$ cat src/rtl/regfile_wb.sv
`default_nettype none
// ============================================================================
// Module   : regfile_wb
// Purpose  : Write-back end of the datapath. A 32 x W-bit MIPS register file
//            with a pending-write scoreboard. Decode issues destinations
//            (marking them busy) and reads two operands combinationally. The
//            write-back port retires results and clears busy bits. A
//            same-cycle write-back is bypassed onto the read ports.
// Ports    : clk, reset           - clock, synchronous active-high reset
//            rs_addr/rs_data/rs_busy - read port A (combinational)
//            rt_addr/rt_data/rt_busy - read port B (combinational)
//            issue_valid/issue_dest/issue_ready - destination ownership
//            wb_valid/wb_dest/wb_data           - result retirement
//            pending_count - registered count of busy registers
//            wb_orphan     - registered pulse: write-back to a non-busy reg
// Revision : 1.0 - initial release
// ============================================================================
module regfile_wb #(
    parameter int W    = 32,
    parameter int NREG = 32
) (
    input  logic         clk,
    input  logic         reset,
    input  logic [4:0]   rs_addr,
    input  logic [4:0]   rt_addr,
    output logic [W-1:0] rs_data,
    output logic [W-1:0] rt_data,
    output logic         rs_busy,
    output logic         rt_busy,
    input  logic         issue_valid,
    input  logic [4:0]   issue_dest,
    output logic         issue_ready,
    input  logic         wb_valid,
    input  logic [4:0]   wb_dest,
    input  logic [W-1:0] wb_data,
    output logic [5:0]   pending_count,
    output logic         wb_orphan
);

    localparam int c_AW = 5;

    logic [W-1:0]    r_regs [NREG];
    logic [NREG-1:0] r_busy;
    logic [5:0]      r_count;
    logic            r_orphan;

    logic            w_wb_en;
    logic            w_issue_ready;
    logic            w_issue_acc;
    logic            w_inc;
    logic            w_dec;
    logic [NREG-1:0] w_busy_next;

    // Register 0 is filtered out here so nothing downstream has to care.
    assign w_wb_en = wb_valid & (wb_dest != '0);

    // A write-back retiring the very register being issued frees it in the
    // same cycle, so WAW stalls only when the owner is still outstanding.
    assign w_issue_ready = ~r_busy[issue_dest] | (wb_valid & (wb_dest == issue_dest));
    assign w_issue_acc   = issue_valid & w_issue_ready & (issue_dest != '0);

    // Count moves only on real bit transitions: an issue onto an already set
    // bit (same-cycle retire + re-issue) leaves the count unchanged.
    assign w_inc = w_issue_acc & ~r_busy[issue_dest];
    assign w_dec = w_wb_en & r_busy[wb_dest] &
                   ~(w_issue_acc & (issue_dest == wb_dest));

    always_comb begin
        w_busy_next = r_busy;
        if (w_wb_en)
            w_busy_next[wb_dest] = 1'b0;
        // Issue applied last so it wins over a same-register retire.
        if (w_issue_acc)
            w_busy_next[issue_dest] = 1'b1;
        w_busy_next[0] = 1'b0;
    end

    always_ff @(posedge clk) begin
        if (reset) begin
            for (int i = 0; i < NREG; i++)
                r_regs[i] <= '0;
            r_busy   <= '0;
            r_count  <= '0;
            r_orphan <= 1'b0;
        end else begin
            if (w_wb_en)
                r_regs[wb_dest] <= wb_data;
            r_busy   <= w_busy_next;
            r_count  <= r_count + 6'(w_inc) - 6'(w_dec);
            r_orphan <= w_wb_en & ~r_busy[wb_dest];
        end
    end

    // Read port with bypass. The bypassed register reads not-busy unless an
    // issue to it is accepted in the same cycle, in which case it stays owned.
    function automatic logic [W:0] read_port(input logic [c_AW-1:0] addr);
        logic [W-1:0] data;
        logic         busy;
        if (addr == '0) begin
            data = '0;
            busy = 1'b0;
        end else if (w_wb_en && (wb_dest == addr)) begin
            data = wb_data;
            busy = w_issue_acc && (issue_dest == addr);
        end else begin
            data = r_regs[addr];
            busy = r_busy[addr];
        end
        return {busy, data};
    endfunction

    assign {rs_busy, rs_data} = read_port(rs_addr);
    assign {rt_busy, rt_data} = read_port(rt_addr);

    assign issue_ready   = w_issue_ready;
    assign pending_count = r_count;
    assign wb_orphan     = r_orphan;

endmodule
`default_nettype wire

$ cat config.mk
export PLATFORM = sky130hd
export DESIGN_NAME = regfile_wb
export DESIGN_NICKNAME = d
export VERILOG_FILES = /design/src/rtl/regfile_wb.sv
export SDC_FILE = /design/constraint.sdc
export NUM_CORES = 2
export LEC_CHECK = 0
export ABC_AREA = 1
export CAP_MARGIN = 5
export CORE_UTILIZATION = 45
export CTS_CLUSTER_DIAMETER = 120
export DETAILED_ROUTE_END_ITERATION = 10
export HOLD_SLACK_MARGIN = 0.02
export PLACE_DENSITY_LB_ADDON = 0.2
export SYNTH_ARGS = -nofsm -noshare
export SYNTH_HDL_FRONTEND = slang
export SYNTH_SLANG_ARGS = --single-unit
$ cat constraint.sdc
create_clock -name clk -period 5.6 [get_ports clk]
set_input_delay 0.84 -clock clk [delete_from_list [all_inputs] [get_ports clk]]
set_output_delay 0.84 -clock clk [all_outputs]
set_load 0.01 [all_outputs]
* Word-level counts from Yosys, hierarchy flattened *
Memory sizes are Yosys's and may differ from the RTL's.
Index checks and enable logic that the tools add are counted.

word-level totals
  bits in writable memories = 1024
  bits in registers = 39
  output and inout bits = 74
  memories kept = 1
  word-level logic and storage cells = 76
  bits of input ports = 56

operators by class
  magnitude comparators = 6
  eq/ne operators = 6
  bitwise logic cells = 16
  reduce and logical (&&, ||, !) cells = 11
  add/sub/neg operators = 2
  multiplexer cells = 30

memory list
  memory  words  width  rd ports  clocked after Yosys merged registers in  wr ports  RTL line  text
  r_regs  32     32     2         0                                        32        42        logic [W-1:0] r_regs [NREG];

operators with widths
  kind                                                        count
  2-to-1 mux 32 bit                                           7
  AND 32 bit                                                  1
  inverter 32 bit                                             1
  OR 32 bit                                                   1
  OR reduction 32 bit                                         1
  equality test 5 bit                                         6
  less-than comparator 5 x 6 -> 1 bit, second input constant  4
  binary-select mux 1 bit (select 5 bit)                      4
  2-to-1 mux 1 bit                                            16
  demux 1 bit (select 5 bit)                                  2
  >= comparator 5 x 1 -> 1 bit, second input constant         2
  logical NOT 5 bit                                           2
  nonzero test 5 bit                                          2
  AND 1 bit                                                   9
  adder 6 x 1 -> 6 bit                                        1
  logical AND 1 bit                                           6
  subtractor 6 x 1 -> 6 bit                                   1
  2-to-1 mux 5 bit                                            1
  inverter 1 bit                                              3
  OR 1 bit                                                    1

* Longest topological paths before layout *
  word-level depth = 10
  mapped depth = 25
  gate-level depth less buffers = 23

* Worst setup path after synthesis *
Ideal clock, no wire load.

  kind = input-to-reg
  from = input port wb_dest[3]
  to = register r_count[4] (netlist: pending_count[4])
  library setup time = 0.070 ns
  path buffers = 2
  path slack = 1.949 ns
  arrival time = 3.581 ns
  data required time = 5.530 ns
  stages = 20
  cells stage by stage = buf_4 inv_4 nand2_1 a21oi_1 nand4_1 nand2_4 nand2_4 inv_8 buf_8 nand4_1 ha_1 inv_1 ha_1 fa_1 nand2_1 inv_1 or2_2 a21oi_1 o21ai_0 a21oi_1

between the ends
  word-level cells in the longest chain between the ends = 9
  elaborated cells between the ends (all ways) = 17
  those cells by class = add/sub (2); eq/ne (2); mux (2); bitwise (10); reduce/logical (1)

RTL lines
  element                                                       RTL line  text
  from (decl)                                                   34        input logic [4:0] wb_dest,
  equality test 5 bit *                                         59        assign w_issue_ready = ~r_busy[issue_dest] | (wb_valid & (wb_dest == issue_dest));
  AND 1 bit *                                                   59
  OR 1 bit *                                                    59
  via issue_ready                                               32        output logic issue_ready,
  AND 1 bit * (2 in series)                                     60        assign w_issue_acc = issue_valid & w_issue_ready & (issue_dest != '0);
  branches (longest 3 deep; another with adder 6 x 1 -> 6 bit)  -
  subtractor 6 x 1 -> 6 bit *                                   89        r_count <= r_count + 6'(w_inc) - 6'(w_dec);
  to (signal assigned)                                          89
  to (decl)                                                     44        logic [5:0] r_count;

Mark *: on every way through the listed nets, which the timed path passes. The select of a mux whose other input is x is not followed.
A chain may end at the register's enable or synchronous reset.

* Worst setup path after layout *
  from = input port wb_dest[2]
  to = output port rt_data[14]

between the ends
  word-level cells in the longest chain between the ends = 5
  elaborated cells between the ends (all ways) = 6
  those cells by class = eq/ne (1); mux (2); bitwise (1); reduce/logical (2)

RTL lines
  element              RTL line  text
  nonzero test 5 bit   55        assign w_wb_en = wb_valid & (wb_dest != '0);
  AND 1 bit            55
  logical AND 1 bit *  102       end else if (w_wb_en && (wb_dest == addr)) begin
  2-to-1 mux 32 bit *  102
  2-to-1 mux 32 bit *  99        if (addr == '0) begin
  to (decl)            27        output logic [W-1:0] rt_data,

Every way passes the cells marked *; elsewhere a longest branch is shown, timed or not.

==> reports/metrics.cfg <==
[run_status]
status=finished clean

[routing]
detail_route.vias_per_cell=6.34
dr.pass1.iters=7
drc=0
drt_iter0_drc=9636
wl_per_cell_um=27.6
ant_nets=0
wl_um=240000
vias=55100

[sta]
rsz0062_at_grt=false
tightest_slew_ps=1320
finClkSkew_ps=20.8
fin_ws_ps=447
whs_ps=566
setup_violations=0
fmax_ghz=0.194
min_period_ps=5150
timing_hold_violations_final=0
maxSlewHeadroom_pct=12.2
drv_slew=0
setup_tns_ps=0
timing.final.crit_share_pct=92.0

[global_routing]
globalRouteOverflowTotal=0
grt_pass1_wl_um=342000
grt_max_degree=200
first_global_vias=49900
antenna_found_initial=11
track_usage_pct=34.5

[min_path]
min_from=r_busy[26]
hold_path_class=reg -> reg

[synth]
syn_inst=7071
async_flop_share_pct=0
synth_top_cell_by_area=edfxtp_1
yosysWarnings=0
netlist_area_um2=60000
syn_area_per_cell_um2=8.49
synth_top_flop_cell=edfxtp_1
synth_edf_count=1024
yosysUniqueCellTypes=48
synth.most_common_cell=nor2_1
yosys.area.top_type_share_pct=51.2
ys_seq_area_share_pct=52.5
yosys-top-cells-count=1188 x nor2_1, 1024 x edfxtp_1, 820 x nand2_1
ys_ff_latch=1062
yosys-top-cells-area=edfxtp_1 51%, nor2_1 7.4%, nand3_1 6.8%

[critical_path]
crit_type=in -> out
worst_ep_required_time_ps=4760
r2r_slack_ps=2270
cp-startpoint=wb_dest[2]
crit_fanout=31
startpoint_type=input port
r2r-start=r_busy[3]
cp-end-kind=primary output
cp_data_arrival_time_ps=4310

[clock_network]
clock_sinks=1062
hold_buffers=0
post-cts-setup-buffer-count=0
cts_tree=built
cts_made_buffers=117
ctsHtreeMaxLevel=3
clk_latency_ps=770
path_clk_slew_ps=60
cts.repair.resized=0
root_buffer=clkbuf_16
clock_path_buffers=3

[cells_and_area]
fin_area_um2=66000
synthToLayoutAreaGrowth_pct=9.94
drive_above_1_share_pct=6.74
nets=6897

[floorplan]
die_area_um2=135000
floorplan.initialDensity_pct=45.5
core_area_um2=132000
fp.dieH_um=367
die_x_um=367
io_pins=130
rows=133

[placed_design]
port_buffers=129
preCtsSetupSlack_ps=578
placed_cell_area_um2=62300
dpl.hpwl_um=134000
place_congestion=0.923

[power]
total_leakage_power_nw=25.1
p_per_area_nw_per_um2=302
peakVddDrop_v=0.000272

[run]
drv_cap=0

## final cells by class
cell class / count / area, µm²
clock inverters: 76 / 656
clock buffers: 142 / 3040
flip-flops and latches: 1062 / 31500
repair buffers: 304 / 3010
diodes: 1 / 2.50
fillers: 12400 / 65800
multi-input cells: 4782 / 23400
inverters: 567 / 2160
well taps: 1755 / 2200
## layer usage
layer	routed length, µm	vias to the layer above	global-route usage, %	part of all wire [%]
li1	-	23900	-	-
met1	92700	26100	48.6	39
met2	99000	4205	49.1	41
met3	35600	742	9.21	15
met4	12500	14	15.9	5.2
met5	98	-	0	0.041
## cells in the final DEF, fill, tap and decap left out, types with 22 or more instances in the layout
cell | Yosys | routed
nor2_1 | 1188 | 1188
a21oi_1 | 564 | 564
nand3_1 | 816 | 811
nand2_2 | 1 | 29
buf_12 | 2 | 32
inv_1 | 549 | 543
clkbuf_16 | 0 | 118
nand2_1 | 820 | 789
o21ai_1 | 28 | 28
clkinv_1 | 1 | 40
edfxtp_1 | 1024 | 1024
o22ai_1 | 22 | 22
nand3_2 | 25 | 29
dfxtp_1 | 38 | 38
o21ai_0 | 705 | 705
clkbuf_1 | 274 | 24
conb_1 | 1 | 32
buf_4 | 29 | 146
clkdlybuf4s50_1 | 0 | 118
o211ai_1 | 452 | 452
## power breakdown
group          internal (mW)  switching (mW)
Combinational          0.820            2.09
Sequential              9.14           0.178
Clock                   4.30            3.38
Total                   14.3            5.65
## registers in the layout, summed over array words and instances (netlist names)
register,cells
wb_orphan,1
r_busy,31
pending_count,6
r_regs,1024
## final timing paths
check / end / cells past startpoint
hold reg to reg: r_busy[26] / 2
setup / recovery: rt_data[14] / 11
hold / removal: r_busy[26] / 2
setup reg to reg: pending_count[4] / 20
## kinds of logic after synthesis
group	Yosys count	synth area share (%)
AOI/OAI and AO/OA	1811	17.2
DFF	1062	52.5
other	1	0.00625
buffers and inverters	1258	8.90
xor gates and xnor gates	11	0.161
and+or+nand+nor	2921	21.1
adders and majority gates	7	0.158
## metrics by stage
step,cells,power (mW),utilization (%)
after floorplan,7102,11.1,-
after global placement,8470,12.2,47.2
after detailed placement,8470,12.3,47.2
after CTS,8688,19.8,50.0
after global routing,8688,20.4,50.0
final,8689,19.9,50.1
## critical path, cell delays in order
cell and delay (ps):
clkdlybuf4s50_1 720, inv_4 250, nand2_2 100, o21ai_4 240
inv_2 160, nand2_4 430, buf_4 400, nand2_1 100
nor2_1 390, nor2_1 150, clkdlybuf4s50_1 510
Note: power is estimated with default switching activity, not from simulation.
